**src/rtl/sfifo_pkg.sv**
```systemverilog
// Shared widths, beat type and accumulator states for the streaming FIFO output packer.
// No logic; imported by the accumulator and the top.
package sfifo_pkg;

  localparam int SFIFO_DATA_W   = 512;
  localparam int WORD_W         = 64;
  localparam int WORDS_PER_BEAT = 8;
  localparam int LEN_W          = 4;

  typedef struct packed {
    logic [SFIFO_DATA_W-1:0] data;
    logic [LEN_W-1:0]        len;
  } sfifo_beat_t;

  typedef enum logic [1:0] {
    ACC_EMPTY,
    ACC_FILL,
    ACC_CLOSED
  } acc_state_t;

endpackage

```
**src/rtl/sfifo_beat_accum.sv**
```systemverilog
// Packs 64-bit words into a beat; closes on 8 words, last, flush or idle timeout.
// Closing beat is offered combinationally via beat_load; with no free slot it parks and in_ready drops.
module sfifo_beat_accum
  import sfifo_pkg::*;
#(
  parameter int FLUSH_CYCLES = 64
) (
  input  logic              clk,
  input  logic              rst,
  input  logic              in_valid,
  output logic              in_ready,
  input  logic [WORD_W-1:0] in_data,
  input  logic              in_last,
  input  logic              flush_req,
  input  logic              slot_free,
  output logic              beat_load,
  output sfifo_beat_t       beat
);

  localparam int TIMER_W = (FLUSH_CYCLES > 1) ? $clog2(FLUSH_CYCLES) : 1;

  acc_state_t              state;
  logic [LEN_W-1:0]        count_q;
  logic [LEN_W-1:0]        count_n;
  logic [SFIFO_DATA_W-1:0] data_q;
  logic [SFIFO_DATA_W-1:0] data_n;
  logic [TIMER_W-1:0]      timer_q;
  logic                    accept;
  logic                    timeout;
  logic                    close_evt;

  assign in_ready = (state != ACC_CLOSED);
  assign accept   = in_valid && in_ready;

  // Next-state view including this cycle's word, so a closing word joins its own beat.
  always_comb begin
    data_n  = data_q;
    count_n = count_q;
    if (accept) begin
      data_n[WORD_W*count_q[2:0] +: WORD_W] = in_data;
      count_n = count_q + LEN_W'(1);
    end
  end

  assign timeout = (FLUSH_CYCLES != 0) && !accept && (count_q != '0) &&
                   (timer_q == TIMER_W'(FLUSH_CYCLES - 1));

  assign close_evt = in_ready &&
                     ((accept && ((count_n == LEN_W'(WORDS_PER_BEAT)) || in_last)) ||
                      (flush_req && (count_n != '0)) ||
                      timeout);

  assign beat_load = slot_free && ((state == ACC_CLOSED) || close_evt);
  assign beat      = {data_n, count_n};

  always_ff @(posedge clk or posedge rst) begin
    if (rst) begin
      state   <= ACC_EMPTY;
      count_q <= '0;
      data_q  <= '0;
      timer_q <= '0;
    end else if (beat_load) begin
      state   <= ACC_EMPTY;
      count_q <= '0;
      data_q  <= '0;
      timer_q <= '0;
    end else if (close_evt) begin
      state   <= ACC_CLOSED;
      count_q <= count_n;
      data_q  <= data_n;
    end else if (accept) begin
      state   <= ACC_FILL;
      count_q <= count_n;
      data_q  <= data_n;
      timer_q <= '0;
    end else if (state != ACC_CLOSED) begin
      if (count_q == '0) begin
        timer_q <= '0;
      end else if (timer_q != '1) begin
        timer_q <= timer_q + TIMER_W'(1);
      end
    end
  end

endmodule

```
**src/rtl/sfifo_out_packer.sv**
```systemverilog
// Streaming FIFO output transmitter: word accumulator feeding a registered 512-bit beat.
// Closing word to o_data_en is one cycle; beat holds while !o_ready, new beat loads on the handshake edge.
module sfifo_out_packer
  import sfifo_pkg::*;
#(
  parameter int FLUSH_CYCLES = 64,
  parameter int CNT_W        = 32
) (
  input  logic                    clk,
  input  logic                    rst,
  input  logic                    in_valid,
  output logic                    in_ready,
  input  logic [WORD_W-1:0]       in_data,
  input  logic                    in_last,
  input  logic                    flush_req,
  output logic [SFIFO_DATA_W-1:0] o_data,
  output logic                    o_data_en,
  output logic [LEN_W-1:0]        o_data_len,
  input  logic                    o_ready,
  output logic [CNT_W-1:0]        beats_sent
);

  logic        slot_free;
  logic        beat_load;
  sfifo_beat_t beat;

  assign slot_free = !o_data_en || o_ready;

  sfifo_beat_accum #(
    .FLUSH_CYCLES(FLUSH_CYCLES)
  ) u_accum (
    .clk       (clk),
    .rst       (rst),
    .in_valid  (in_valid),
    .in_ready  (in_ready),
    .in_data   (in_data),
    .in_last   (in_last),
    .flush_req (flush_req),
    .slot_free (slot_free),
    .beat_load (beat_load),
    .beat      (beat)
  );

  always_ff @(posedge clk or posedge rst) begin
    if (rst) begin
      o_data     <= '0;
      o_data_en  <= 1'b0;
      o_data_len <= '0;
      beats_sent <= '0;
    end else begin
      if (beat_load) begin
        o_data     <= beat.data;
        o_data_len <= beat.len;
        o_data_en  <= 1'b1;
      end else if (o_ready) begin
        o_data_en  <= 1'b0;
      end
      if (o_data_en && o_ready) begin
        beats_sent <= beats_sent + CNT_W'(1);
      end
    end
  end

endmodule
```
**config.mk**
```make
export PLATFORM = sky130hd
export DESIGN_NAME = sfifo_out_packer
export DESIGN_NICKNAME = d
export VERILOG_FILES = /design/src/rtl/sfifo_pkg.sv /design/src/rtl/sfifo_beat_accum.sv /design/src/rtl/sfifo_out_packer.sv
export SDC_FILE = /design/constraint.sdc
export NUM_CORES = 2
export LEC_CHECK = 0
export ABC_AREA = 1
export CORE_MARGIN = 2
export CORE_UTILIZATION = 35
export CTS_CLUSTER_DIAMETER = 40
export DETAILED_ROUTE_END_ITERATION = 10
export MAX_ROUTING_LAYER = met4
export PLACE_DENSITY_LB_ADDON = 0.05
export SYNTH_ARGS = -nofsm -noshare
export SYNTH_HDL_FRONTEND = slang
export SYNTH_SLANG_ARGS = --single-unit
```
**constraint.sdc**
```tcl
create_clock -name clk -period 41.1 [get_ports clk]
set_clock_uncertainty 0.1 [all_clocks]
set_input_delay 8.22 -clock clk [delete_from_list [all_inputs] [get_ports clk]]
set_output_delay 8.22 -clock clk [all_outputs]
set_load 0.05 [all_outputs]
```
==> summary.txt <==
Status
  • Status: finished clean

Floorplan
  • Die Ht: 349.2 um
  • Site Rows: 126
  • Die W: 349.2 um
  • Area of the core: 0.1181 mm^2
  • Die area: 0.1219 mm^2
  • # IOs: 620
  • Initial Utilization: 0.3531

Timing
  • Slew at the pin closest to its max-slew limit: 1242 ps
  • Minimum clock period: 13360 ps
  • Sum Neg Setup Slack: 0 ps
  • Final Hold Viols: 0
  • Period utilization: 0.3251
  • Final setup viols: 0
  • Slew HR: 0.1669
  • Worst hold slack: 372.3 ps
  • Fmax: 0.07483 GHz
  • Max Slew Vio Count: 0
  • Unrepaired setup endpoints after global routing: no

Min path
  • Hold path endpoint: beats_sent[31]$_DFFE_PP0P_
  • Worst hold start: beats_sent[31]$_DFFE_PP0P_
  • Hold Path Stages: 1
  • Worst hold path type: register to register

Cells and area
  • Most common cell after layout, fill and taps aside: dfrtp_1
  • Share of layout cells above drive strength 1: 0.06856
  • Core Util, Final: 0.4622
  • Design Area, Final: 0.05458 mm^2
  • Nets@finish: 5002
  • Most frequent cells in the layout: dfrtp_1 (1072), nand2_1 (915), o21ai_0 (802)
  • Area delta synth->final: 30.89%

Drt
  • Routed WL per cell: 23.21 um
  • Vias/cell: 4.923
  • DRT antenna net count: 0
  • Drt total wl: 153100 um
  • 1st-pass router iterations: 6
  • DR iter-0 viols: 2368
  • DR vias: 32480
  • DRC errors left: 0

CTS
  • Buffer depth of the longest clock path: 3
  • Cells resized by post-CTS repair: 0
  • H-Tree Depth: 4
  • CTS Hold Bufs: 0
  • Setup Buffers After CTS: 0
  • CTS root buf: clkbuf_16
  • CTS Sinks: 1073
  • Worst-skew pair later-pin latency: 760 ps
  • Num CTS Buffers: 165
  • CTS tree: yes
  • Clk slew on worst S/H paths: 50 ps

Global routing
  • Gr usage total: 0.2575
  • Number of global-route vias before repair: 31550
  • Met2 Use GR: 0.3825
  • M3 GR Usage: 0.05333
  • Pin count of the biggest net entering global routing: 241
  • Most used routing layer: met2
  • GR Util met1: 0.3517
  • Wire length of the first global-routing pass: 222500 um
  • Total gr overflow: 0
  • Antenna violations before repair: 8

Flow run
  • Maxcap violations: 0

Pwr
  • Power density over the cells: 81.25 mW/mm^2
  • Int Power: 2.575 mW
  • Flop pwr share: 0.316
  • Leakage power of the design: 24.36 nW
  • Peak VDD IR: 59.91 uV
  • Combinational power share: 0.354
  • Switching share of power: 0.4194
  • Sw power: 1.860 mW
  • Clock Power Share: 0.331

Worst setup path
  • Crit-path cells: clkdlybuf4s50_1 > inv_2 > nor2_2 > nand3_1 > nand2_1 > nand3_1 > a21oi_2 > nand3_4 > nand2_8 > buf_4 > buf_12 > buf_4 > o21ai_0
  • R2R setup slack: 33420 ps
  • Cells on worst reg2reg path: 16
  • Crit path max fanout: 216
  • Worst Path Buf+Inv: 5
  • Critical path class: primary input to register
  • Worst Path Arrival: 13870 ps
  • R2R Path Start: u_accum.count_q[1]$_DFFE_PP0P_
  • CP max stage delay: 870 ps
  • Worst R2R End: o_data[272]$_DFFE_PP0P_
  • Critical path's slowest cell: buf_4
  • Worst path top cell family by delay: buffers and inverters
  • Data required, critical path: 41600 ps
  • Startpoint types: primary input
  • Worst setup EP type: register

Synthesis
  • Sequential fraction of the synthesis area: 0.6439
  • Synth Register Bits: 1073
  • Post-Synth Adder-Cell Area: 0.001500
  • Compound-cell area share of the yosys netlist: 0.1311
  • Syn Inst Count: 4402
  • Main combinational cell family by area after synthesis: simple AND/OR/NAND/NOR gates
  • Cell area after synthesis: 0.04170 mm^2
  • Synth cell types: 33
  • Syn Nets: 4477
  • Post-Syn Area per Cell: 9.473 um^2
  • Yosys Warn Count: 0
  • Simple-gate area share of the yosys netlist: 0.1590
  • Mux share of post-synthesis cell area: 0.008162
  • Synth Area in XOR/XNOR: 0.006511

Placed design
  • IO buf count: 619
  • RePlAce Congestion: 0.8191
  • Placed instance area: 0.04876 mm^2
  • Post-DP HPWL: 104000 um
==> Yosys cell counts, drive strengths merged <==
master,count,area [um^2]
dfrtp,1073,26850
nand2,919,3467
o21ai,875,4379
nor2,701,2634
inv,159,596.8
clkbuf,158,593.1
a21oi,150,754.5
buf,143,877.1
nor3,51,260.3
nand3,36,197.7
mux2i,34,340.3
a31oi,26,162.7
o22ai,26,162.7
xor2,19,166.4
xnor2,12,105.1
ha,5,62.56
nand4,5,31.28
nor4,5,31.28
clkinv,3,11.26
nor3b,1,7.510
o21bai,1,7.510
==> power by group through the flow <==
stage                     combinational (mW)  clock (mW)  sequential [mW]
after floorplan                        0.592           0             1.84
after global placement                  1.58           0             1.42
after detailed placement                1.58           0             1.41
after CTS                               1.59        1.49             1.40
after global routing                    1.68        1.54             1.42
final                                   1.57        1.47             1.40
==> flip-flops by register name, summed over array words and instances, names as in the netlist <==
| signal | flops |
|---|---|
| o_data_len | 4 |
| u_accum.data_q | 512 |
| u_accum.state | 2 |
| beats_sent | 32 |
| u_accum.count_q | 4 |
| u_accum.timer_q | 6 |
| o_data_en | 1 |
| o_data | 512 |
==> layout make-up <==
type,count,area [um^2]
antenna,1,2.502
clock buffer,205,4533
clock inverter,96,1284
fill,11380,63500
inverter,162,629.4
multi-input combinational,2866,12810
sequential,1073,26850
tap,1536,1922
timing repair buffer,659,6546
==> metrics by stage <==
stage	std cells	setup WS (ps)	power, mW
floorplan	4402	2574	2.428
global placement	6296	27080	2.995
detailed placement	6296	27000	2.998
CTS	6597	27790	4.484
global route	6598	27230	4.643
finish	6598	27740	4.435
==> logic make-up (layout without fill, tap and decap cells) <==
kind of cell	count (synthesis)	after routing
AOI/OAI and AO/OA	1078	1078
xor gates and xnor gates	31	31
adders and majority gates	5	5
buffers and inverters	463	1122
DFF	1073	1073
muxes	34	34
other	0	1
and+or+nand+nor	1718	1718
==> worst register-to-register path, cell delays in order (launching register included) <==
cell	delay, ps
dfrtp_1	420
inv_1	120
ha_2	1010
clkinv_1	1310
nand3_1	500
nand2_1	140
nand2_1	90
nor2_1	40
nand2_1	50
nand2_1	40
nand2_1	110
nand3_4	180
nand2_8	720
buf_4	990
buf_12	670
buf_4	820
o21ai_0	220
==> per-layer routing <==
metal  part of all wire  wire length [um]
met5                  0                 0
met4              0.031              4805
met3              0.059              9109
met2               0.45             69490
met1               0.46             69700
==> worst max path at each step <==
stage                   from                   endpoint  slack [ps]  cells after the start
CTS                 in_valid    o_data[272]$_DFFE_PP0P_       27790                     13
global placement    in_valid    o_data[272]$_DFFE_PP0P_       27080                     13
finish              in_valid    o_data[272]$_DFFE_PP0P_       27740                     13
detailed placement  in_valid    o_data[272]$_DFFE_PP0P_       27000                     13
floorplan                rst  beats_sent[0]$_DFFE_PP0P_        2570                      1
global route        in_valid    o_data[407]$_DFFE_PP0P_       27230                     14
(Power assumes the default switching activity.)
